<file path="src/rtl/lsu_pkg.sv">
// Shared types and constants for the load/store unit: FSM states, funct3 width
// codes, lane count and the alignment check.
package lsu_pkg;

   typedef enum logic [1:0] {
      S_IDLE   = 2'd0,
      S_ACCESS = 2'd1,
      S_DONE   = 2'd2
   } state_t;

   localparam logic [2:0] LB  = 3'b000;
   localparam logic [2:0] LH  = 3'b001;
   localparam logic [2:0] LW  = 3'b010;
   localparam logic [2:0] LBU = 3'b100;
   localparam logic [2:0] LHU = 3'b101;
   localparam logic [2:0] SB  = 3'b000;
   localparam logic [2:0] SH  = 3'b001;
   localparam logic [2:0] SW  = 3'b010;

   localparam int LANES = 4;

   // Illegal codes behave as full-word accesses, so they need word alignment too.
   function automatic logic is_misaligned(input logic [2:0] f3, input logic [1:0] k);
      case (f3)
         LB, LBU: return 1'b0;
         LH, LHU: return k[0];
         default: return (k != 2'b00);
      endcase
   endfunction

endpackage

</file>
<file path="src/rtl/lsu_lane.sv">
// Combinational byte-lane steering: store byte enables and data replication,
// plus load lane extraction with sign/zero extension.
module lsu_lane
   import lsu_pkg::*;
#(
   parameter int n = 32
) (
   input  logic [2:0]       st_funct3,
   input  logic [1:0]       st_k,
   input  logic [n-1:0]     wdata,
   input  logic [2:0]       ld_funct3,
   input  logic [1:0]       ld_k,
   input  logic [n-1:0]     mem_rdata,
   output logic [LANES-1:0] be,
   output logic [n-1:0]     st_data,
   output logic [n-1:0]     ld_data
);

   logic [7:0]  ld_byte;
   logic [15:0] ld_half;

   always_comb begin
      be      = 4'b1111;
      st_data = wdata;
      case (st_funct3)
         LB, LBU: begin
            be      = 4'b0001 << st_k;
            st_data = {4{wdata[7:0]}};
         end
         LH, LHU: begin
            be      = st_k[1] ? 4'b1100 : 4'b0011;
            st_data = {2{wdata[15:0]}};
         end
         default: ;
      endcase
   end

   always_comb begin
      ld_byte = mem_rdata[{ld_k, 3'b000} +: 8];
      ld_half = ld_k[1] ? mem_rdata[31:16] : mem_rdata[15:0];
      case (ld_funct3)
         LB:      ld_data = {{24{ld_byte[7]}}, ld_byte};
         LH:      ld_data = {{16{ld_half[15]}}, ld_half};
         LBU:     ld_data = {24'h0, ld_byte};
         LHU:     ld_data = {16'h0, ld_half};
         default: ld_data = mem_rdata;
      endcase
   end

endmodule

</file>
<file path="src/rtl/lsu.sv">
// Load/store unit: req/ack memory port with timeout and registered load result.
// LSU_MISALIGN_TRAP_EN: misaligned requests complete at once with misalign set.
module lsu
   import lsu_pkg::*;
#(
   parameter int n       = 32,
   parameter int TIMEOUT = 15
) (
   input  logic           clock,
   input  logic           reset,
   input  logic           req,
   input  logic           we,
   input  logic [2:0]     funct3,
   input  logic [n-1:0]   addr,
   input  logic [n-1:0]   wdata,
   output logic [n-1:0]   rdata,
   output logic           done,
   output logic           busy,
   output logic           err,
   output logic           misalign,
   output logic           mem_req,
   output logic           mem_we,
   output logic [n-1:0]   mem_addr,
   output logic [3:0]     mem_be,
   output logic [n-1:0]   mem_wdata,
   input  logic [n-1:0]   mem_rdata,
   input  logic           mem_ack
);

   localparam int CW = $clog2(TIMEOUT + 1);

   state_t          state;
   logic [CW-1:0]   cnt;
   logic [2:0]      f3_q;
   logic [1:0]      k_q;
   logic [1:0]      k_al;
   logic            trap;
   logic [3:0]      be;
   logic [n-1:0]    st_data;
   logic [n-1:0]    ld_data;

`ifdef LSU_MISALIGN_TRAP_EN
   assign trap = is_misaligned(funct3, addr[1:0]);
`else
   assign trap = 1'b0;
`endif

   // Without the trap, low address bits are forced to the access's natural alignment.
   always_comb begin
      k_al = addr[1:0];
      case (funct3)
         LB, LBU: ;
         LH, LHU: k_al[0] = 1'b0;
         default: k_al = 2'b00;
      endcase
   end

   lsu_lane #(.n(n)) u_lane (
      .st_funct3 (funct3),
      .st_k      (k_al),
      .wdata     (wdata),
      .ld_funct3 (f3_q),
      .ld_k      (k_q),
      .mem_rdata (mem_rdata),
      .be        (be),
      .st_data   (st_data),
      .ld_data   (ld_data)
   );

   assign busy = (state == S_ACCESS) | ((state == S_IDLE) & req);

   always_ff @(posedge clock) begin
      if (!reset) begin
         state     <= S_IDLE;
         cnt       <= '0;
         f3_q      <= '0;
         k_q       <= '0;
         rdata     <= '0;
         done      <= 1'b0;
         err       <= 1'b0;
         misalign  <= 1'b0;
         mem_req   <= 1'b0;
         mem_we    <= 1'b0;
         mem_addr  <= '0;
         mem_be    <= '0;
         mem_wdata <= '0;
      end else begin
         done     <= 1'b0;
         err      <= 1'b0;
         misalign <= 1'b0;
         case (state)
            S_IDLE: begin
               if (req) begin
                  if (trap) begin
                     state    <= S_DONE;
                     done     <= 1'b1;
                     misalign <= 1'b1;
                  end else begin
                     state     <= S_ACCESS;
                     cnt       <= '0;
                     f3_q      <= funct3;
                     k_q       <= k_al;
                     mem_req   <= 1'b1;
                     mem_we    <= we;
                     mem_addr  <= {addr[n-1:2], 2'b00};
                     mem_be    <= be;
                     mem_wdata <= st_data;
                  end
               end
            end
            S_ACCESS: begin
               if (mem_ack) begin
                  state   <= S_DONE;
                  mem_req <= 1'b0;
                  done    <= 1'b1;
                  if (!mem_we) rdata <= ld_data;
               end else if (cnt == CW'(TIMEOUT - 1)) begin
                  state   <= S_DONE;
                  mem_req <= 1'b0;
                  done    <= 1'b1;
                  err     <= 1'b1;
                  rdata   <= '0;
               end else if (cnt != CW'(TIMEOUT)) begin
                  cnt <= cnt + 1'b1;
               end
            end
            S_DONE:  state <= S_IDLE;
            default: state <= S_IDLE;
         endcase
      end
   end

endmodule

</file>
<file path="config.mk">
export PLATFORM = sky130hd
export DESIGN_NAME = lsu
export DESIGN_NICKNAME = d
export VERILOG_FILES = /design/src/rtl/lsu_pkg.sv /design/src/rtl/lsu_lane.sv /design/src/rtl/lsu.sv
export SDC_FILE = /design/constraint.sdc
export NUM_CORES = 1
export LEC_CHECK = 0
export ABC_AREA = 1
export ABC_CLOCK_PERIOD_IN_PS = 1700
export CORE_MARGIN = 3
export CORE_UTILIZATION = 45
export CTS_BUF_LIST = sky130_fd_sc_hd__clkbuf_16
export DETAILED_ROUTE_END_ITERATION = 10
export MAX_ROUTING_LAYER = met4
export PLACE_DENSITY = 0.91
export SYNTH_ARGS = -nofsm -noshare
export SYNTH_HDL_FRONTEND = slang
export SYNTH_HIERARCHICAL = 1
export SYNTH_SLANG_ARGS = --single-unit
</file>
<file path="constraint.sdc">
create_clock -name clock -period 1.7 [get_ports clock]
set_input_delay 0.255 -clock clock [delete_from_list [all_inputs] [get_ports clock]]
set_output_delay 0.255 -clock clock [all_outputs]
set_load 0.05 [all_outputs]
</file>
==> key figures, run 1 <==
Drt
  – Pre-antenna DRT Iters: 7
  – Vias/cell: 5.025
  – Total number of vias: 6346
  – Highest routed metal layer: met4
  – Met2 Wirelength: 8576 µm
  – Residual DRC: 0
  – Drt total wl: 18170 µm
  – Avg WL per Cell: 14.38 µm
  – Antenna Nets Post-Route: 0
  – Initial DRC Count: 580
  – Met3 WL post-DR: 1765 µm
  – Met1 Wirelength: 7149 µm

Global routing
  – Grt total ovfl: 0
  – First-pass GRT wire length: 28920 µm
  – GRT Total Usage: 26.05%
  – Initial antenna violation count: 0
  – Largest net degree at the start of global routing: 52
  – Vias in the first global route: 6056

Place
  – Detailed placement HPWL: 13060 µm
  – RD Place Congestion: 0.9007
  – Port Buffer Count: 206

Worst setup path
  – RR Startpoint: cnt[0]
  – CP max stage delay: 0.33 ns
  – Worst path top cell family by delay: simple AND/OR/NAND/NOR gates
  – Flop2flop setup slack: 0.21 ns
  – CP max-delay cell: dfxtp_1
  – Setup crit start: cnt[0]
  – Kind of start point of the critical path: register
  – Worst Path Arrival: 1.80 ns
  – Critical Path Fanout Max: 15
  – Crit end category: register
  – CP bufs+invs: 2
  – CP Cell Sequence: inv_1, ha_1, nand3_2, nand2_4, nand3_4, inv_2, nand2_1, nand2_1, nor2_1
  – CP most frequent cell: nand2_1
  – Worst path required time: 2.00 ns
  – Critical path class: reg -> reg

CTS
  – # H-tree levels: 4
  – Clk sinks: 113
  – Post-CTS Setup Inserts: 0
  – Worst-Skew Late Latency: 0.42 ns
  – Clock root buffer: clkbuf_16
  – TritonCTS Buffers: 17
  – # hold bufs at CTS: 0
  – Reg clk slew, reported paths: 0.06 ns
  – CTS tree: yes
  – Clock tree buffer depth: 2

Cells and area
  – Final core utilization: 67.61%
  – Total inserted antenna cells: 0
  – Layout cells sized above 1: 19.18%
  – Final #Nets: 1188
  – Area Overhead vs Synth: 42.98%
  – Most frequent cells in the layout: nand2_1, nor2_1, buf_4
  – Most common cell after layout, fill and taps aside: nand2_1

Synthesis
  – Ys async rst share: 0%
  – Post-Syn Instances: 893
  – Ys Warns: 6
  – Most used flip-flop cell after synthesis: dfxtp_1
  – Seq/Total Area, Yosys: 38.86%
  – Synth area leader: dfxtp_1
  – Top cells by area, synth: dfxtp_1, nand2_1, nor2_1
  – Syn Std Cell Area: 5822 µm²
  – Syn_area_per_cell: 6.519 µm²
  – Post-synth EDFFs: 0
  – Yosys reg bits: 113
  – Netlist cell types: 32
  – Synth top area share: 38.86%

STA
  – Fin. Hold Viols: 0
  – Setup Skew: 0.01030 ns
  – Post-layout min period: 1.494 ns
  – Finish-stage setup viols: 0
  – Period utilization: 87.86%
  – Fin. max-slew vios: 0
  – Post-Route Setup TNS: 0 ns
  – RSZ-0062 raised after global routing: no
  – Max Fclk: 669.5 MHz

Floorplanning
  – Core area: 12310 µm²
  – Die H: 119.7 µm
  – Die area: 14340 µm²
  – Die span in x: 119.7 µm
  – Initial Utilization: 47.29%
  – Num rows: 40
  – # IOs: 210

Worst hold path
  – Worst Min Path Start: reset
  – Worst hold path type: in -> reg

Power
  – LEAKAGE: 0.004086 µW
  – Maximum VDD drop: 0.7856 mV
  – Power per cell area: 1069 nW/µm²

Run status
  – Status: complete, no violations

Run
  – Max Cap Viol: 0
==> tightest hold or removal path, stage by stage <==
cell,delay [ns]
buf_2,0.26
o21ai_0,0.13
nor2_1,0.04
==> registers in the layout, indices dropped and copies added, names as in the netlist <==
name	flops
mem_addr	30
mem_req	1
done	1
rdata	32
mem_be	4
mem_wdata	32
err	1
mem_we	1
k_q	2
state	2
cnt	4
f3_q	3
==> Yosys cell counts (4+ instances only) <==
library cell and n:
inv_2 4, buf_2 15, nand2_1 241, nand3_2 15, or2_2 4, inv_1 76, a21oi_1 10, o21ai_0 83
a22oi_1 7, buf_6 7, o211ai_1 6, nand3_1 36, o21ai_1 4, clkbuf_1 23, a21oi_2 10, buf_4 19
dfxtp_1 113, nor2_1 196
==> report_power, final <==
group | switching, µW | internal, µW | total, µW | leakage (µW)
Sequential | 138 | 2860 | 3000 | 0.000932
Combinational | 1560 | 860 | 2420 | 0.00287
Clock | 1320 | 2170 | 3480 | 0.000282
Total | 3010 | 5890 | 8900 | 0.00409
==> metal layers <==
metal | track usage [%] | vias to the layer above
met5 | - | -
met2 | 42.80 | 328
met3 | 9.095 | 53
li1 | - | 3139
met1 | 28.34 | 2826
met4 | 12.31 | 0
==> kinds of logic after synthesis <==
kind of cell               synth area share [%]
AOI/OAI and AO/OA                         11.65
adders and majority gates                0.4298
buffers and inverters                     11.84
DFF                                       38.86
other                                   0.06441
and+or+nand+nor                           37.16
==> final timing paths <==
| kind | end | depth (start not counted) |
|---|---|---|
| setup / recovery | rdata[15] | 9 |
| hold / removal | mem_wdata[21] | 3 |
| setup reg to reg | rdata[15] | 9 |
| hold reg to reg | mem_wdata[23] | 2 |
==> through the flow <==
stage / hold WS (ns) / setup WS (ns) / cells / cell area [µm²] / power, µW
after detailed placement: 0.4745 / -0.04055 / 1231 / 7739 / 5445
after CTS: 0.2955 / 0.1460 / 1263 / 8323 / 8962
after global routing: 0.3304 / 0.005711 / 1263 / 8324 / 9304
after floorplan: 0.4028 / 0.3126 / 895 / 5829 / 4619
after global placement: 0.4631 / -0.02018 / 1231 / 7739 / 5402
final: 0.3264 / 0.2063 / 1263 / 8324 / 8900
==> repair_timing <==
item | CTS | global route
resized for setup | 0 | 1
setup endpoints to repair | 0 | 4
endpoints found under the hold margin | 0 | 0
==> layout make-up <==
| cell class | count | area, µm² |
|---|---|---|
| inverter | 81 | 306.5 |
| tap | 168 | 210.2 |
| fill | 1038 | 3988 |
| clock inverter | 15 | 158.9 |
| clock buffer | 17 | 425.4 |
| multi-input combinational | 637 | 2878 |
| timing repair buffer | 232 | 2082 |
| sequential | 113 | 2263 |
Note: power is estimated with default switching activity, not from simulation.
==> inputs of run 2 (changes only) <==
- CELL_PAD_IN_SITES_DETAIL_PLACEMENT: unset -> 0
- CELL_PAD_IN_SITES_GLOBAL_PLACEMENT: unset -> 1
- CORE_UTILIZATION: 45 -> 31
- PLACE_DENSITY: 0.91 -> 0.93
==> key figures, run 2 (same netlist as run 1, synthesis figures left out) <==
Power
  – Maximum VDD drop: 0.6808 mV (-13%)
  – Power per cell area: 1067 nW/µm² (-0.18%)
  – LEAKAGE: 0.004170 µW (+2.1%)

STA
  – Post-layout min period: 1.517 ns (+0.02362 ns)
  – Max Fclk: 659.1 MHz (-1.6%)
  – Setup Skew: 0.01355 ns (+0.003246 ns)
  – Fin. Hold Viols: 0 (unchanged)
  – Hold WS: 0.2780 ns (-0.04833 ns)
  – Fin. max-slew vios: 0 (unchanged)
  – Finish-stage setup viols: 0 (unchanged)
  – Period utilization: 89.25% (+1.4 points)
  – RSZ-0062 raised after global routing: no
  – Post-Route Setup TNS: 0 ns (unchanged)
  – Setup ws final: 0.1827 ns (-0.02362 ns)

Place
  – Port Buffer Count: 206 (unchanged)
  – RD Place Congestion: 0.8882 (-1.4%)
  – DP Worst Slack: -0.05217 ns (-0.01162 ns)
  – Post-Place Cell Area: 7938 µm² (+2.6%)
  – Detailed placement HPWL: 13630 µm (+4.4%)

Drt
  – Pre-antenna DRT Iters: 5 (-2)
  – Drt total wl: 18490 µm (+1.8%)
  – Total number of vias: 6200 (-2.3%)
  – Avg WL per Cell: 13.82 µm (-3.9%)
  – Residual DRC: 0 (unchanged)
  – Antenna Nets Post-Route: 0 (unchanged)
  – Vias/cell: 4.634 (-7.8%)
  – Initial DRC Count: 443 (-24%)

CTS
  – CTS tree: yes
  – # hold bufs at CTS: 0 (unchanged)
  – # H-tree levels: 4 (unchanged)
  – Post-CTS Setup Inserts: 0 (unchanged)
  – TritonCTS Buffers: 17 (unchanged)
  – Worst-Skew Late Latency: 0.42 ns (about the same)
  – Clock root buffer: clkbuf_16
  – Reg clk slew, reported paths: 0.06 ns (about the same)
  – Clock tree buffer depth: 2 (unchanged)
  – Post-CTS Resized: 0 (unchanged)
  – Clk sinks: 113 (unchanged)

Cells and area
  – Final core utilization: 46.95% (-21 points)
  – Most frequent cells in the layout: nand2_1, nor2_1, buf_4
  – Most common cell after layout, fill and taps aside: nand2_1
  – Biggest regs: mem_wdata x32, rdata x32, mem_addr x30
  – Fillers: 1872 (+80%)
  – Post-Layout Inst Area: 8548 µm² (+2.7%)
  – Area Overhead vs Synth: 46.83%
  – Layout cells sized above 1: 20.13% (+0.95 points)
  – Final #Nets: 1201 (+1.1%)

Floorplanning
  – Die H: 143.0 µm (+19%)
  – Num rows: 49 (+23%)
  – Core area: 18210 µm² (+48%)
  – Initial Utilization: 31.97% (-15 points)
  – Die span in x: 143.0 µm (+19%)
  – Die area: 20460 µm² (+43%)
  – # IOs: 210 (unchanged)

Global routing
  – Vias in the first global route: 5700 (-5.9%)
  – Initial antenna violation count: 1 (+1)
  – GRT Total Usage: 18.36% (-7.7 points)
  – Gr busiest metal: met2
  – Met1 Use GR: 23.86% (-4.5 points)
  – Largest net degree at the start of global routing: 42 (-19%)
  – Met3 usage: 5.760% (-3.3 points)
  – Met2 usage: 27.23% (-16 points)
  – First-pass GRT wire length: 28750 µm (-0.59%)
  – Grt total ovfl: 0 (unchanged)

Run status
  – Status: complete, no violations

Worst setup path
  – Critical Path Fanout Max: 3 (-12)
  – Worst Path Arrival: 1.26 ns (-0.54 ns)
  – Critical path class: reg -> out
  – Kind of start point of the critical path: register
  – Worst path required time: 1.44 ns (-0.56 ns)
  – Crit end category: output pin

Worst hold path
  – Worst hold path type: in -> reg

Run
  – Max Cap Viol: 0 (unchanged)
run 2: changes by cell type in the layout (fill, tap and decap cells not counted), sizes merged:
cell      previous run  this run
buf                130       143
bufinv               2         3
clkinvlp             2         1
diode                0         1
run 2: path summary, 6_finish.rpt:
kind	startpoint	to	slack [ns]	cells after the start
max reg2reg	k_q[1]	rdata[31]	0.18	9
min	reset	mem_addr[14]	0.28	3
max	state[0]	busy	0.18	3
min reg2reg	mem_wdata[3]	mem_wdata[3]	0.48	2
run 2: layer usage:
metal	wire (µm)	share of wire (%)	vias to the layer above
li1	-	-	3160
met1	8300	45	2787
met2	8119	44	241
met3	1871	10	12
met4	199	1.1	0
met5	0	0	-
run 2: worst max-delay path, stage by stage, from the launching register on:
cell and delay [ns]:
dfxtp_1 0.32, o21ai_0 0.26, inv_1 0.12, buf_12 0.16
run 2: layout make-up:
class,count,area [µm²],share of cell area [%]
sequential,113,2263,26.48
inverter,81,306.5,3.586
clock buffer,17,425.4,4.977
multi-input combinational,637,2878,33.67
timing repair buffer,245,2205,25.79
clock inverter,15,181.4,2.122
tap,229,286.5,3.352
antenna,1,2.502,0.02927
run 2: power breakdown:
part,switching [µW],internal (µW),total (µW),leakage (µW)
Clock,1360,2320,3680,0.000296
Sequential,132,2860,2990,0.000932
Combinational,1560,895,2460,0.00294
run 2: metrics by stage:
stage / instances / total power (µW)
2_1_floorplan: 895 / 4619
3_3_place_gp: 1305 / 5493
3_5_place_dp: 1305 / 5508
4_1_cts: 1337 / 9227
5_1_grt: 1338 / 9560
6_report: 1338 / 9123
==> inputs of run 3 (changes only) <==
- ABC_AREA: 1 -> unset
- CORE_MARGIN: 3 -> 5
- CORE_UTILIZATION: 31 -> 33
- PLACE_DENSITY: 0.93 -> 0.92
==> key figures, run 3 <==
Worst hold path
  – Worst hold path type: in -> reg
  – Hold Crit Depth: 3 (unchanged)
  – Hold Path End: cnt[0]
  – Worst Min Path Start: reset

Synthesis
  – Ys Warns: 6 (unchanged)
  – Most used flip-flop cell after synthesis: dfxtp_1
  – Count leader, synth: nand2_1
  – Post-synth top cells: nand2_1, dfxtp_1, a21boi_1
  – Syn Std Cell Area: 5918 µm² (+1.7%)
  – Synth top area share: 38.22% (-0.63 points)
  – Top cells by area, synth: dfxtp_1, a21boi_1, nand2_1
  – Syn_area_per_cell: 8.540 µm² (+31%)
  – Post-synth EDFFs: 0 (unchanged)
  – Ys async rst share: 0% (unchanged)
  – Yosys reg bits: 113 (unchanged)
  – Synth area leader: dfxtp_1
  – Netlist cell types: 50 (+56%)
  – Post-Syn Instances: 693 (-22%)
  – Seq/Total Area, Yosys: 38.22% (-0.63 points)

Cells and area
  – Biggest regs: mem_wdata x32, rdata x32, mem_addr x30
  – Most common cell after layout, fill and taps aside: nand2_1
  – Total inserted antenna cells: 0 (-1)
  – Layout cells sized above 1: 24.86% (+4.7 points)
  – Post-Layout Inst Area: 8622 µm² (+0.86%)
  – Most frequent cells in the layout: nand2_1, buf_4, dfxtp_1
  – Final #Nets: 998 (-17%)
  – Area Overhead vs Synth: 45.69%
  – Final cell count without fillers: 1134 (-15%)

STA
  – Max Fclk: 603.3 MHz (-8.5%)
  – Fin. Hold Viols: 0 (unchanged)
  – Finish-stage setup viols: 0 (unchanged)
  – Fin. max-slew vios: 0 (unchanged)
  – Setup ws final: 0.04258 ns (-0.1401 ns)
  – Post-layout min period: 1.657 ns (+0.1401 ns)
  – Period utilization: 97.50% (+8.2 points)
  – Setup Skew: 0.007547 ns (-0.006000 ns)
  – RSZ-0062 raised after global routing: yes

Power
  – Power per cell area: 980.3 nW/µm² (-8.1%)
  – LEAKAGE: 0.003546 µW (-15%)
  – Maximum VDD drop: 0.7068 mV (+3.8%)

Floorplanning
  – Initial Utilization: 33.29% (+1.3 points)
  – Num rows: 49 (unchanged)
  – Die area: 20710 µm² (+1.2%)
  – Core area: 17780 µm² (-2.4%)
  – Die H: 143.9 µm (+0.61%)
  – # IOs: 210 (unchanged)
  – Die span in x: 143.9 µm (+0.61%)

CTS
  – Reg clk slew, reported paths: 0.05 ns (about the same)
  – Post-CTS Setup Inserts: 0 (unchanged)
  – TritonCTS Buffers: 17 (unchanged)
  – Clock tree buffer depth: 2 (unchanged)
  – Clk sinks: 113 (unchanged)
  – CTS tree: yes
  – # hold bufs at CTS: 0 (unchanged)
  – # H-tree levels: 4 (unchanged)
  – Clock root buffer: clkbuf_16
  – Worst-Skew Late Latency: 0.41 ns (about the same)

Drt
  – Total number of vias: 5719 (-7.8%)
  – Drt total wl: 18980 µm (+2.6%)
  – Pre-antenna DRT Iters: 8 (+3)
  – Vias/cell: 5.043 (+8.8%)
  – Avg WL per Cell: 16.74 µm (+21%)
  – Residual DRC: 0 (unchanged)
  – Antenna Nets Post-Route: 0 (unchanged)
  – Initial DRC Count: 302 (-32%)

Place
  – Port Buffer Count: 206 (unchanged)
  – Post-Place Cell Area: 8059 µm² (+1.5%)
  – Detailed placement HPWL: 13610 µm (-0.20%)
  – RD Place Congestion: 0.8438 (-5.0%)
  – DP Worst Slack: -0.1819 ns (-0.1297 ns)
  – Post-placement cell count: 1102 (-16%)

Worst setup path
  – Critical Path Fanout Max: 2 (-1)
  – R2r endpoint: rdata[11]
  – Kind of start point of the critical path: input pin
  – Critical path class: in -> out
  – Flop2flop setup slack: 0.08 ns (-0.10 ns)
  – RR Startpoint: k_q[1]
  – Worst reg-to-reg path cell count: 6 (-3)
  – Worst path required time: 1.44 ns (about the same)
  – Crit end category: output pin
  – Worst Path Arrival: 1.40 ns (+0.14 ns)

Global routing
  – Initial antenna violation count: 0 (-1)
  – Vias in the first global route: 5576 (-2.2%)
  – First-pass GRT wire length: 29120 µm (+1.3%)
  – Largest net degree at the start of global routing: 74 (+76%)
  – GRT Total Usage: 18.23% (-0.12 points)
  – Grt total ovfl: 0 (unchanged)

Run status
  – Status: complete, no violations

Run
  – Max Cap Viol: 0 (unchanged)
[run 3: layout make-up]
| cell class | count | area, µm² |
|---|---|---|
| Clock buffer | 17 | 425.4 |
| Clock inverter | 15 | 128.9 |
| Fill cell | 1752 | 9158 |
| Inverter | 11 | 41.29 |
| Multi-Input combinational cell | 500 | 3202 |
| Sequential cell | 113 | 2266 |
| Tap cell | 229 | 286.5 |
| Timing Repair Buffer | 249 | 2272 |
[run 3: power by group]
group	internal [µW]	switching, µW	total, µW
clock	2110	1260	3370
sequential	2830	115	2940
combinational	860	1280	2140
total	5800	2650	8450
[run 3: metrics by stage]
step	util (%)	total power, µW	hold slack [ns]	TNS [ns]
after floorplan	-	4334	0.3899	0
after global placement	45.33	5128	0.4415	-7.975
after detailed placement	45.33	5143	0.4450	-8.550
after CTS	48.48	8547	0.1831	0
after global routing	48.49	8830	0.1971	-0.1288
final	48.49	8452	0.2002	0
[run 3: how the worst max path moves through the flow]
stage | from | to | slack, ns | cells after the start
final | req | busy | 0.04 | 4
after global routing | k_q[1] | rdata[11] | -0.02 | 6
after CTS | state[0] | busy | 0.005 | 3
after detailed placement | mem_rdata[23] | rdata[11] | -0.18 | 7
after global placement | mem_rdata[23] | rdata[9] | -0.14 | 7
after floorplan | state[1] | busy | 0.07 | 4
[run 3: what timing repair did]
item                                    CTS  global route
endpoints found under the setup margin    2            10
resized for setup                         3             2
hold endpoints to repair                  0             0
[run 3: logic make-up after synthesis]
| logic type | count (synthesis) | synth area share, % |
|---|---|---|
| other | 1 | 0.06336 |
| muxes | 29 | 5.433 |
| adders and majority gates | 2 | 0.4228 |
| DFF | 113 | 38.22 |
| and+or+nand+nor | 250 | 19.58 |
| buffers and inverters | 82 | 7.991 |
| AOI/OAI and AO/OA | 216 | 28.29 |
[run 3: per-layer routing]
| layer | global-route usage, % | wire (µm) |
|---|---|---|
| met5 | - | 0 |
| met4 | 4.410 | 162 |
| met3 | 6.356 | 1939 |
| met2 | 29.37 | 8878 |
| met1 | 21.92 | 7997 |
[run 3: worst max-delay path, stage by stage]
cell	delay (ns)
clkdlybuf4s50_1	0.49
or3b_4	0.42
nand2_2	0.10
buf_12	0.13
